**src/rtl/dmem_pkg.sv**
```systemverilog
// Shared types and constants for the data-memory arbiter.
// Latency: n/a (declarations only).
// Backpressure: n/a.
//
// Contents: arbiter state encoding, default bus widths, request bundle type,
// and a counter-width helper.
package dmem_pkg;

    localparam int DMEM_DW = 32;
    localparam int DMEM_AW = 32;

    typedef enum logic [1:0] {
        IDLE   = 2'd0,
        OWN0   = 2'd1,
        OWN1   = 2'd2,
        BURST1 = 2'd3
    } arb_state_t;

    // One requester's access fields. Sized by the package defaults; a build
    // with non-default DW/AW must change DMEM_DW/DMEM_AW to match.
    typedef struct packed {
        logic               req;
        logic               we;
        logic [DMEM_AW-1:0] addr;
        logic [DMEM_DW-1:0] wdata;
    } dmem_req_t;

    // Bits needed to count 0..n-1, never less than one.
    function automatic int cnt_w(input int n);
        return (n < 2) ? 1 : $clog2(n);
    endfunction

endpackage

```
**src/rtl/dmem_arbiter_rd_return_reg.sv**
```systemverilog
// Per-port read-return register: captures memory read data for one requester.
// Latency: rvalid/rdata appear one cycle after the captured read grant.
// Backpressure: none; the requester must accept rvalid when it is asserted.
//
// Ports: clk, reset (async active-low), capture (read granted this cycle),
//        din (combinational memory read data), rvalid (one-cycle pulse),
//        rdata (held until the next captured read).
module rd_return_reg #(
    parameter int DW = 32
) (
    input  logic          clk,
    input  logic          reset,
    input  logic          capture,
    input  logic [DW-1:0] din,
    output logic          rvalid,
    output logic [DW-1:0] rdata
);

    always_ff @(posedge clk or negedge reset) begin
        if (!reset) begin
            rvalid <= 1'b0;
            rdata  <= '0;
        end else begin
            rvalid <= capture;
            if (capture) begin
                rdata <= din;
            end
        end
    end

endmodule

```
**src/rtl/dmem_arbiter.sv**
```systemverilog
// Two-port arbiter for the single data-memory port: port 0 (CPU) has fixed
// priority, port 1 (aux master) gets a starvation guard and locked bursts.
// Latency: grant and memory drive are combinational; read data returns one
// cycle after the grant. Backpressure: an ungranted requester holds its
// request; cpu_stall tells the processor to hold its PC.
//
// Ports: clk, reset (async active-low); m0_* / m1_* requester interfaces
//        (req/we/addr/wdata in, gnt/rvalid/rdata out, m1_lock for bursts);
//        cpu_stall; mem_we/mem_addr/mem_wdata out, mem_rdata in.
module dmem_arbiter
    import dmem_pkg::*;
#(
    parameter int DW        = DMEM_DW,
    parameter int AW        = DMEM_AW,
    parameter int MAX_WAIT  = 4,
    parameter int MAX_BURST = 8
) (
    input  logic          clk,
    input  logic          reset,

    input  logic          m0_req,
    input  logic          m0_we,
    input  logic [AW-1:0] m0_addr,
    input  logic [DW-1:0] m0_wdata,
    output logic          m0_gnt,
    output logic          m0_rvalid,
    output logic [DW-1:0] m0_rdata,

    input  logic          m1_req,
    input  logic          m1_we,
    input  logic [AW-1:0] m1_addr,
    input  logic [DW-1:0] m1_wdata,
    input  logic          m1_lock,
    output logic          m1_gnt,
    output logic          m1_rvalid,
    output logic [DW-1:0] m1_rdata,

    output logic          cpu_stall,

    output logic          mem_we,
    output logic [AW-1:0] mem_addr,
    output logic [DW-1:0] mem_wdata,
    input  logic [DW-1:0] mem_rdata
);

    localparam int WAIT_W  = cnt_w(MAX_WAIT + 1);
    localparam int BURST_W = cnt_w(MAX_BURST);

    localparam logic [WAIT_W-1:0]  WAIT_MAX   = WAIT_W'(MAX_WAIT);
    // The beat that enters BURST1 is granted from OWN*/IDLE, so inside BURST1
    // the beat number is burst_cnt+2; the last allowed beat is MAX_BURST.
    localparam logic [BURST_W-1:0] BURST_LAST = BURST_W'(MAX_BURST - 2);
    localparam bit                 BURST_OK   = (MAX_BURST > 1);

    dmem_req_t  p0;
    dmem_req_t  p1;

    arb_state_t          state;
    arb_state_t          next_state;
    logic [WAIT_W-1:0]   wait_cnt;
    logic [BURST_W-1:0]  burst_cnt;
    logic                gnt0;
    logic                gnt1;
    logic                starved;
    logic                burst_end;

    assign p0 = '{req: m0_req, we: m0_we, addr: m0_addr, wdata: m0_wdata};
    assign p1 = '{req: m1_req, we: m1_we, addr: m1_addr, wdata: m1_wdata};

    assign starved   = p1.req && (wait_cnt == WAIT_MAX);
    assign burst_end = (burst_cnt == BURST_LAST);

    // ---------------- state register ----------------
    always_ff @(posedge clk or negedge reset) begin
        if (!reset) begin
            state <= IDLE;
        end else begin
            state <= next_state;
        end
    end

    // ---------------- next-state logic ----------------
    always_comb begin
        next_state = IDLE;
        case (state)
            BURST1: begin
                // Any of: requester gone, lock dropped, or burst limit hit
                // ends the burst; ownership falls back to OWN1.
                if (p1.req && m1_lock && !burst_end) begin
                    next_state = BURST1;
                end else begin
                    next_state = OWN1;
                end
            end
            default: begin
                if (gnt1) begin
                    next_state = (m1_lock && BURST_OK) ? BURST1 : OWN1;
                end else if (gnt0) begin
                    next_state = OWN0;
                end else begin
                    next_state = IDLE;
                end
            end
        endcase
    end

    // ---------------- output logic: grants and memory drive ----------------
    always_comb begin
        gnt0      = 1'b0;
        gnt1      = 1'b0;
        mem_we    = 1'b0;
        mem_addr  = '0;
        mem_wdata = '0;

        // No grants are issued while reset is held.
        if (reset) begin
            if (state == BURST1) begin
                gnt1 = p1.req;
            end else if (starved) begin
                gnt1 = 1'b1;
            end else if (p0.req) begin
                gnt0 = 1'b1;
            end else if (p1.req) begin
                gnt1 = 1'b1;
            end
        end

        if (gnt0) begin
            mem_we    = p0.we;
            mem_addr  = p0.addr;
            mem_wdata = p0.wdata;
        end else if (gnt1) begin
            mem_we    = p1.we;
            mem_addr  = p1.addr;
            mem_wdata = p1.wdata;
        end
    end

    assign m0_gnt    = gnt0;
    assign m1_gnt    = gnt1;
    assign cpu_stall = m0_req & ~gnt0;

    // ---------------- starvation counter ----------------
    always_ff @(posedge clk or negedge reset) begin
        if (!reset) begin
            wait_cnt <= '0;
        end else if (!p1.req || gnt1) begin
            wait_cnt <= '0;
        end else if (wait_cnt != WAIT_MAX) begin
            wait_cnt <= wait_cnt + 1'b1;
        end
    end

    // ---------------- burst beat counter ----------------
    // Zero on entry to BURST1 (it is zero outside the burst) and on exit.
    always_ff @(posedge clk or negedge reset) begin
        if (!reset) begin
            burst_cnt <= '0;
        end else if (state == BURST1 && next_state == BURST1) begin
            burst_cnt <= burst_cnt + 1'b1;
        end else begin
            burst_cnt <= '0;
        end
    end

    // ---------------- read return ----------------
    rd_return_reg #(.DW(DW)) u_rd0 (
        .clk     (clk),
        .reset   (reset),
        .capture (gnt0 & ~p0.we),
        .din     (mem_rdata),
        .rvalid  (m0_rvalid),
        .rdata   (m0_rdata)
    );

    rd_return_reg #(.DW(DW)) u_rd1 (
        .clk     (clk),
        .reset   (reset),
        .capture (gnt1 & ~p1.we),
        .din     (mem_rdata),
        .rvalid  (m1_rvalid),
        .rdata   (m1_rdata)
    );

endmodule

```
**config.mk**
```make
export PLATFORM = sky130hd
export DESIGN_NAME = dmem_arbiter
export DESIGN_NICKNAME = d
export VERILOG_FILES = /design/src/rtl/dmem_pkg.sv /design/src/rtl/dmem_arbiter_rd_return_reg.sv /design/src/rtl/dmem_arbiter.sv
export SDC_FILE = /design/constraint.sdc
export NUM_CORES = 1
export LEC_CHECK = 0
export BUFFER_PORTS_ARGS = -buffer_cell sky130_fd_sc_hd__buf_2
export CAP_MARGIN = 10
export CORE_MARGIN = 3
export CORE_UTILIZATION = 35
export DETAILED_ROUTE_END_ITERATION = 16
export MAX_ROUTING_LAYER = met4
export PLACE_DENSITY_LB_ADDON = 0.3
export RECOVER_POWER = 25
export SETUP_SLACK_MARGIN = 0.1
export SKIP_CTS_REPAIR_TIMING = 1
export SLEW_MARGIN = 5
export SYNTH_ARGS = -nofsm -noshare
export SYNTH_HDL_FRONTEND = slang
export SYNTH_HIERARCHICAL = 1
export SYNTH_SLANG_ARGS = --single-unit
```
**constraint.sdc**
```tcl
create_clock -name clk -period 2.4 [get_ports clk]
set_input_delay 0.36 -clock clk [delete_from_list [all_inputs] [get_ports clk]]
set_output_delay 0.36 -clock clk [all_outputs]
set_load 0.1 [all_outputs]
```
Word-level counts from Yosys, hierarchy flattened
Index checks and enable logic that the tools add are counted.

Flip-flop bits (word level): 74. Input bits: 167. Word-level logic and storage cells: 51.

$add $sub $neg: 2. Eq/ne operators: 5. Multiplexer cells: 23. Bitwise logic cells: 6. Reduce and logical (&&, ||, !) cells: 8.

Operators by type and width (number): $mux 32 (4); $mux 1 (14); $mux 3 (3); $add 3x1->3 const B (2); $eq 3x3->1 const B (2); $eq 2x2->1 const B (2); $logic_and 1x1->1 (4); $mux 2 (2); $and 1x1->1 (3); $ne 3x3->1 const B (1); $not 1->1 (3); $logic_not 1->1 (2); $reduce_bool 2->1 (1); $logic_or 1x1->1 (1).

Longest topological paths before layout
Gate-level depths: netlist of run 1.

Word-level depth: 11. Gate-level depth with buffers: 11. Gate-level depth less buffers: 6.

By module
The synthesis of run 1 kept the hierarchy.

By module, submodules not included: rd_return_reg (times used 2, cells each 69, area each 1370.1 µm², sequential area each 825.8 µm²); dmem_arbiter (times used 1, cells each 276, area each 1621.6 µm², sequential area each 200.2 µm²).

Worst setup path before layout of run 1
OpenSTA, ideal clock, no wires.

Path type: reg-to-output. Start point: reg wait_cnt[0]. End point: out mem_addr[0]. Arrival: 2.647 ns. Setup slack: -0.607 ns. Cell stages (with the launch flop): 8. Path buffers: 2. Cells stage by stage: dfrtp_1 -> inv_1 -> ha_1 -> nand2_2 -> a21bo_1 -> clkbuf_2 -> buf_2 -> o22ai_1.

Word-level cells in the longest chain between the ends: 7. Elaborated cells on any way between the ends: 10.

RTL lines: from (decl) (line dmem_arbiter.sv:60) `logic [WAIT_W-1:0] wait_cnt;`; from (signal assigned) (line dmem_arbiter.sv:150) `wait_cnt <= wait_cnt + 1'b1;`; $eq 3x3->1 (*) (line dmem_arbiter.sv:70) `assign starved = p1.req && (wait_cnt == WAIT_MAX);`; $logic_and 1x1->1 (*) (line dmem_arbiter.sv:70); $mux 1 (line dmem_arbiter.sv:119) `end else if (starved) begin`; $mux 1 (line dmem_arbiter.sv:117) `if (state == BURST1) begin`; $mux 1 (line dmem_arbiter.sv:116) `if (reset) begin`; $mux 32 (line dmem_arbiter.sv:132) `end else if (gnt1) begin`; $mux 32 (*) (line dmem_arbiter.sv:128) `if (gnt0) begin`; to (decl) (line dmem_arbiter.sv:41) `output logic [AW-1:0] mem_addr,`.

Mark *: on every way between the ends. The rest lies on a longest branch, timed or not.

Worst setup path in the final report of run 1
Start point: reg wait_cnt[1]. End point: out mem_wdata[25].

Word-level cells in the longest chain between the ends: 7. Elaborated cells on any way between the ends: 10.

RTL lines: $eq 3x3->1 (*) (line dmem_arbiter.sv:70); $logic_and 1x1->1 (*) (line dmem_arbiter.sv:70); $mux 1 (line dmem_arbiter.sv:119); $mux 1 (line dmem_arbiter.sv:117); $mux 1 (line dmem_arbiter.sv:116); $mux 32 (line dmem_arbiter.sv:132); $mux 32 (*) (line dmem_arbiter.sv:128); to (decl) (line dmem_arbiter.sv:42) `output logic [DW-1:0] mem_wdata,`.

Marked as above.

==> impl_metrics.tcl, run 1 <==
set metrics [dict create \
    worst_setup_path_start_kind "register" \
    start_util_pct 36.01 \
    final_common_cell "buf_2" \
    crit_required_ns 2.04 \
    critPathBufInv 3 \
    maxCapViolations 0 \
    max_clock_freq_ghz 0.4334 \
    synth.net_count 585 \
    dieArea_sq_um 13840 \
    placed_cells 853 \
    avgSynthCellArea_sq_um 10.54 \
    vias 4472 \
    critical_path.top_delay_family "buffers and inverters" \
    ys_seq_area_share_pct 42.46 \
    synthArstFlopShare_pct 100.0 \
    ys_types 31 \
    fin_setup_tns_ns 0 \
    endpoint_kind "output pin" \
    period_share_pct 96.15 \
    io_pins 301 \
    syn2layout_area_growth_pct 95.47 \
    drt-initial-drc-count 225 \
    timing.final.crit_period_ns 2.308 \
    ir_drop_uv 426.4 \
    ys_ff_latch 74 \
    drc 0 \
    fin_skew_ns 0.008737 \
    drive_gt1_share_pct 67.68 \
    drt-pass1-iter-count 4 \
    ys.flop_type "dfrtp_1" \
    grt_pass1_wl_um 24800 \
    finalSetupViolations 0 \
    antenna_found_initial 2 \
    power_density_nw_per_um2 859.6 \
    rows 40 \
    hold_class "in2async" \
    path_max_fanout 7 \
    timing.hold.ws_ns 0.05750 \
    post-dp-hpwl_um 12330 \
    fin_cells 897 \
    grt_start_max_net_pins 76 \
    synth_edf_count 0 \
    outcome "complete, no violations" \
    grt_pass1_vias 4452 \
    routed_via_density 4.986 \
    final_hold_viol_count 0 \
    cts_made_buffers 9 \
    crit_type "reg2out" \
    port_buffers 300 \
    cts.path.max_buffers 2 \
    rr_endpoint "u_rd0/rdata[31]" \
    fin_nets 893 \
    globalplace.congestion 0.9769 \
    root_buffer "clkbuf_16" \
    report.final.slew_viol_count 0 \
    synth_cells 414 \
    yosys_warnings 6 \
    n_fill_cell 854 \
    synth.cell_area_sq_um 4362 \
    clock_latency_ns 0.33 \
    gr-total-overflow 0 \
    worst_pin_slew_ns 0.6150 \
    arrival_ns 1.95 \
    core_sq_um 12110 \
    final_cell_mix "buf_2, nand2_1, dfrtp_1, buf_12" \
    cts_tree "yes" \
    crit_slowest_cell "dfrtp_1" \
    worstPathCellList "inv_2 > ha_4 > nand2_4 > a21bo_4 > clkbuf_16 > o22ai_4 > buf_12" \
    slowest_delay_ns 0.41 \
    die_y_um 117.6 \
    final_antenna_net_count 0 \
    clk_pin_slew_ns 0.06 \
    p_leak_nw 3.869 \
    wl_um 17600 \
    r2r-start "wait_cnt[0]" \
    worst-r2r-setup-slack_ns 0.29 \
    wl_per_cell_um 19.62 \
    h-tree-depth 3 \
    slew_headroom_pct 59.00 \
    cts.sinks 74 \
    r2r_cells 8 \
    rsz0062_at_grt "yes" \
    fp.dieW_um 117.6 \
    track_usage_pct 22.96 \
]
==> kinds of logic (layout without fill, tap and decap cells) <==
| logic type | after synthesis | after routing | share of synthesized area [%] |
|---|---|---|---|
| other cells | 0 | 2 | 0 |
| buf+inv | 43 | 354 | 7.372 |
| simple gates | 150 | 150 | 13.25 |
| mux | 64 | 64 | 21.69 |
| compound gates | 78 | 80 | 13.88 |
| fa+ha+maj | 4 | 4 | 1.147 |
| xor+xnor | 1 | 1 | 0.2008 |
| flops | 74 | 74 | 42.46 |
==> worst max-delay path by stage <==
stage | from | endpoint | slack (ns) | cells past startpoint
final | wait_cnt[1] | mem_wdata[25] | 0.09 | 7
after global routing | wait_cnt[1] | mem_addr[20] | 0.02 | 7
after CTS | wait_cnt[0] | mem_wdata[28] | -0.15 | 7
after detailed placement | wait_cnt[0] | mem_wdata[28] | 0.22 | 7
after global placement | wait_cnt[0] | mem_wdata[19] | 0.29 | 7
after floorplan | wait_cnt[0] | mem_addr[10] | -0.14 | 8
==> sequential cells by signal, summed over array words and instances, names as in the netlist <==
name	cells
burst_cnt	3
u_rd0/rdata	32
u_rd1/rdata	32
wait_cnt	3
state	2
u_rd0/rvalid	1
u_rd1/rvalid	1
==> metal layers <==
metal	track usage, %	wire (um)	up-vias
li1	-	-	2076
met1	27.45	6973	2183
met2	39.31	9245	193
met3	4.853	1069	20
met4	6.447	313	0
met5	-	0	-
==> cell usage after synthesis, types with 5 or more instances <==
| master | instances | area (sq um) |
|---|---|---|
| buf_2 | 13 | 65.06 |
| nor2_1 | 6 | 22.52 |
| o22ai_1 | 48 | 300.3 |
| clkbuf_1 | 9 | 33.78 |
| buf_12 | 6 | 120.1 |
| dfrtp_1 | 74 | 1852 |
| nand2_1 | 138 | 518.0 |
| buf_6 | 5 | 56.30 |
| mux2_4 | 60 | 900.9 |
| o22ai_2 | 17 | 212.7 |
==> final cells by class <==
type                            instances  area, sq um  area share [%]
Inverter                                4        15.01          0.1761
Clock buffer                           10        239.0           2.803
Antenna cell                            2        5.005         0.05870
Timing Repair Buffer                  334         3082           36.15
Multi-Input combinational cell        299         3028           35.52
Tap cell                              168        210.2           2.466
Sequential cell                        74         1852           21.72
Clock inverter                          6        95.09           1.115
==> through the flow <==
step	cell area (sq um)	utilization (%)	power, mW	setup slack, ns
final	8526	70.39	7.328	0.09246
after global routing	8526	70.39	7.557	0.01660
after global placement	7485	61.80	5.624	0.2863
after CTS	7819	64.56	7.168	-0.1466
after detailed placement	7485	61.80	5.667	0.2225
after floorplan	4860	-	4.740	-0.1382
==> where the power goes <==
part           internal [mW]  switching, mW  total [mW]  leakage [nW]
Sequential              1.50          0.139        1.64         0.897
Clock                  0.949          0.520        1.47         0.164
Combinational           1.12           3.10        4.22          2.81
Total                   3.57           3.76        7.33          3.87
Power figures use the tool's default switching activity.
==> run 2, diff against run 1 <==
--- a/config.mk
+++ b/config.mk
@@ -10,6 +10,7 @@
 export CORE_MARGIN = 3
 export CORE_UTILIZATION = 35
 export DETAILED_ROUTE_END_ITERATION = 16
+export HOLD_SLACK_MARGIN = 0.06
 export MAX_ROUTING_LAYER = met4
 export PLACE_DENSITY_LB_ADDON = 0.3
 export RECOVER_POWER = 25
==> impl_metrics.tcl, run 2 (same netlist as run 1, synthesis figures left out) <==
set metrics [dict create \
    worstPathCellList "inv_2 > ha_4 > nand2_4 > a21bo_4 > clkbuf_16 > o22ai_4 > buf_12" \
    dieArea_sq_um 13840 \
    io_pins 301 \
    rsz0062_at_grt "yes" \
    power_frac_comb_pct 57.6 \
    power.switching_mw 3.761 \
    wl_per_cell_um 19.74 \
    drc 0 \
    final_common_cell "buf_2" \
    seqPwrFrac_pct 22.3 \
    syn2layout_area_growth_pct 95.70 \
    fin_cells 898 \
    report.final.slew_viol_count 0 \
    gr-usage-met3_pct 4.853 \
    use_met1_pct 27.45 \
    slew_headroom_pct 58.85 \
    vias 4486 \
    slowest_delay_ns 0.41 \
    post-place-ws_ns 0.2225 \
    crit_type "reg2out" \
    routed_via_density 4.996 \
    grt_start_max_net_pins 76 \
    cts_made_buffers 9 \
    arrival_ns 1.96 \
    antenna_found_initial 2 \
    h-tree-depth 3 \
    die_y_um 117.6 \
    maxCapViolations 0 \
    fin_nets 894 \
    power_density_nw_per_um2 859.2 \
    crit_required_ns 2.04 \
    post-dp-hpwl_um 12330 \
    final_hold_viol_count 0 \
    drt-pass1-iter-count 5 \
    setup_ws_ns 0.07888 \
    wl_um 17730 \
    clock_latency_ns 0.33 \
    outcome "complete, no violations" \
    worst_pin_slew_ns 0.6173 \
    grtUsageMet2_pct 39.31 \
    final_antenna_net_count 0 \
    critPathBufInv 3 \
    drt-initial-drc-count 251 \
    cts.sinks 74 \
    grt_pass1_wl_um 24800 \
    crit_slowest_cell "dfrtp_1" \
    clk_pin_slew_ns 0.06 \
    rows 40 \
    ir_drop_uv 426.4 \
    track_usage_pct 22.96 \
    max_clock_freq_ghz 0.4308 \
    gr-total-overflow 0 \
    grt_busiest_layer "met2" \
    placed_cells 853 \
    period_share_pct 96.71 \
    worst_setup_path_start_kind "register" \
    final_cell_mix "buf_2, nand2_1, dfrtp_1, buf_12" \
    finalSetupViolations 0 \
    largestRegisters "u_rd0/rdata (32), u_rd1/rdata (32)" \
    fin_skew_ns 0.008485 \
    critical_path.top_delay_family "buffers and inverters" \
    globalplace.congestion 0.9769 \
    core_sq_um 12110 \
    start_util_pct 36.01 \
    path_max_fanout 7 \
    timing.hold.ws_ns 0.05625 \
    pwr-share-clk_pct 20.0 \
    drive_gt1_share_pct 67.58 \
    root_buffer "clkbuf_16" \
    cts_tree "yes" \
    fp.dieW_um 117.6 \
    grt_pass1_vias 4452 \
    p_leak_nw 3.873 \
    hold_class "in2async" \
    p_sw_share_pct 51.29 \
    timing.final.crit_period_ns 2.321 \
    endpoint_kind "output pin" \
    p_int_mw 3.572 \
    port_buffers 300 \
    cts.path.max_buffers 2 \
]
==> run 2: power by group through the flow <==
stage,clock [mW],combinational (mW),sequential (mW)
after floorplan,0,1.30,3.44
after global placement,0,3.99,1.63
after detailed placement,0,4.02,1.65
after CTS,1.50,4.03,1.64
after global routing,1.56,4.33,1.67
final,1.47,4.23,1.64
==> run 2: layer usage <==
metal	vias to the layer above	routed length, um
li1	2072	-
met1	2186	6993
met2	204	9246
met3	24	1142
met4	0	349
met5	-	0
==> run 2: path summary, 6_finish.rpt <==
check	startpoint	to	slack, ns	depth (start not counted)
setup / recovery	wait_cnt[1]	mem_wdata[25]	0.08	7
hold / removal	reset	wait_cnt[2]	0.06	2
setup reg to reg	wait_cnt[0]	u_rd0/rdata[31]	0.28	8
hold reg to reg	burst_cnt[0]	burst_cnt[0]	0.48	1
max in group asynchronous	reset	wait_cnt[0]	1.52	3
min in group clk	mem_rdata[17]	u_rd1/rdata[17]	0.28	2
==> run 2: through the flow <==
| step | cell area, sq um | power [mW] | setup TNS [ns] | utilization (%) |
|---|---|---|---|---|
| finish | 8536 | 7.334 | 0 | 70.48 |
| detailed placement | 7485 | 5.667 | 0 | 61.80 |
| global placement | 7485 | 5.624 | 0 | 61.80 |
| CTS | 7819 | 7.168 | -5.250 | 64.56 |
| floorplan | 4860 | 4.740 | -4.495 | - |
| global route | 8536 | 7.559 | 0 | 70.48 |
==> run 2: layout make-up <==
| type | instances | area [sq um] |
|---|---|---|
| well taps | 168 | 210.2 |
| clock buffers | 10 | 239.0 |
| clock inverters | 6 | 95.09 |
| repair buffers | 335 | 3092 |
| flip-flops and latches | 74 | 1852 |
| fillers | 852 | 3576 |
| inverters | 4 | 15.01 |
| diodes | 2 | 5.005 |
| multi-input cells | 299 | 3028 |
==> run 3, diff against run 2 <==
--- a/config.mk
+++ b/config.mk
@@ -12,7 +12,7 @@
 export DETAILED_ROUTE_END_ITERATION = 16
 export HOLD_SLACK_MARGIN = 0.06
 export MAX_ROUTING_LAYER = met4
-export PLACE_DENSITY_LB_ADDON = 0.3
+export PLACE_DENSITY = 0.7
 export RECOVER_POWER = 25
 export SETUP_SLACK_MARGIN = 0.1
 export SKIP_CTS_REPAIR_TIMING = 1
==> impl_metrics.tcl, run 3 (same netlist as run 1, synthesis figures left out) <==
set metrics [dict create \
    final_antenna_net_count 0 \
    final_util_pct 70.05 \
    outcome "complete, no violations" \
    worst_pin_slew_ns 1.277 \
    die_y_um 117.6 \
    cts.path.max_buffers 2 \
    finalSetupViolations 0 \
    timing.hold.ws_ns 0.2756 \
    io_pins 301 \
    clock_latency_ns 0.32 \
    syn2layout_area_growth_pct 94.52 \
    maxCapViolations 0 \
    rows 40 \
    worst-r2r-setup-slack_ns 0.19 \
    track_usage_pct 22.42 \
    drt-pass1-iter-count 4 \
    antenna_found_initial 0 \
    crit_required_ns 2.04 \
    n_antenna_cell 0 \
    gr-total-overflow 0 \
    crit_type "reg2out" \
    start_util_pct 36.01 \
    drt-initial-drc-count 303 \
    final_common_cell "buf_2" \
    cts_made_buffers 9 \
    ir_drop_uv 430.2 \
    wl_per_cell_um 18.95 \
    final_cell_mix "buf_2, nand2_1, buf_12, dfrtp_1, o22ai_4" \
    power_density_nw_per_um2 835.2 \
    fin_cells 903 \
    arrival_ns 1.94 \
    fin_setup_tns_ns 0 \
    worst_setup_path_start_kind "register" \
    core_sq_um 12110 \
    h-tree-depth 3 \
    r2r_cells 9 \
    routed_via_density 4.952 \
    hold_class "in2async" \
    final_hold_viol_count 0 \
    fin_skew_ns 0.008194 \
    p_leak_nw 3.844 \
    period_share_pct 95.71 \
    dieArea_sq_um 13840 \
    rr_endpoint "u_rd1/rdata[31]" \
    slew_headroom_pct 14.88 \
    placed_cells 861 \
    grt_pass1_vias 4486 \
    drc 0 \
    cts.sinks 74 \
    timing.final.crit_period_ns 2.297 \
    max_clock_freq_ghz 0.4353 \
    fin_nets 901 \
    r2r-start "wait_cnt[0]" \
    grt_pass1_wl_um 24310 \
    endpoint_kind "output pin" \
    fin_total_pwr_mw 7.086 \
    root_buffer "clkbuf_16" \
    drive_gt1_share_pct 67.62 \
    largestRegisters "u_rd0/rdata (32), u_rd1/rdata (32)" \
    rsz0062_at_grt "yes" \
    wl_um 17110 \
    grt_start_max_net_pins 63 \
    vias 4472 \
    report.final.slew_viol_count 0 \
    clk_pin_slew_ns 0.06 \
    globalplace.congestion 0.8308 \
    cts_tree "yes" \
    port_buffers 300 \
    post-dp-hpwl_um 12390 \
    path_max_fanout 7 \
    fp.dieW_um 117.6 \
]
[run 3: how the worst max path moves through the flow]
stage	from	end	slack (ns)
finish	wait_cnt[0]	mem_addr[6]	0.10
CTS	wait_cnt[0]	mem_wdata[9]	-0.17
global route	wait_cnt[0]	mem_addr[22]	0.02
detailed placement	wait_cnt[0]	mem_wdata[9]	0.18
global placement	m0_req	mem_wdata[9]	0.24
floorplan	wait_cnt[0]	mem_addr[10]	-0.14
[run 3: where the power goes]
part,leakage [nW],internal [mW],switching [mW]
registers,0.897,1.50,0.144
logic,2.81,1.12,3.10
clock network,0.139,0.753,0.469
total,3.84,3.38,3.71
[run 3: worst max-delay path: stages (launching register included)]
cell and delay (ns):
dfrtp_1 0.39, inv_2 0.09, ha_4 0.18, nand2_8 0.08
a21bo_4 0.29, clkbuf_16 0.20, o22ai_4 0.19, buf_12 0.20
[run 3: layout make-up]
class,count,area (sq um)
Timing Repair Buffer,342,3069
Sequential cell,74,1852
Inverter,4,15.01
Tap cell,168,210.2
Clock buffer,12,256.5
Clock inverter,4,26.28
Multi-Input combinational cell,299,3055
Fill cell,829,3627
[run 3: routing by layer]
metal  vias to the layer above  routed length, um  global-route usage (%)
met2                       202               9159                   39.42
li1                       2077                  -                       -
met4                         0                361                   6.886
met1                      2169               6651                   26.20
met3                        24                937                   3.940
met5                         -                  0                       -
[run 3: through the flow]
step           worst slack (ns)  area [sq um]
2_1_floorplan           -0.1382          4860
3_3_place_gp             0.2426          7532
3_5_place_dp             0.1811          7532
4_1_cts                 -0.1655          7815
5_1_grt                 0.02367          8484
6_report                 0.1028          8484
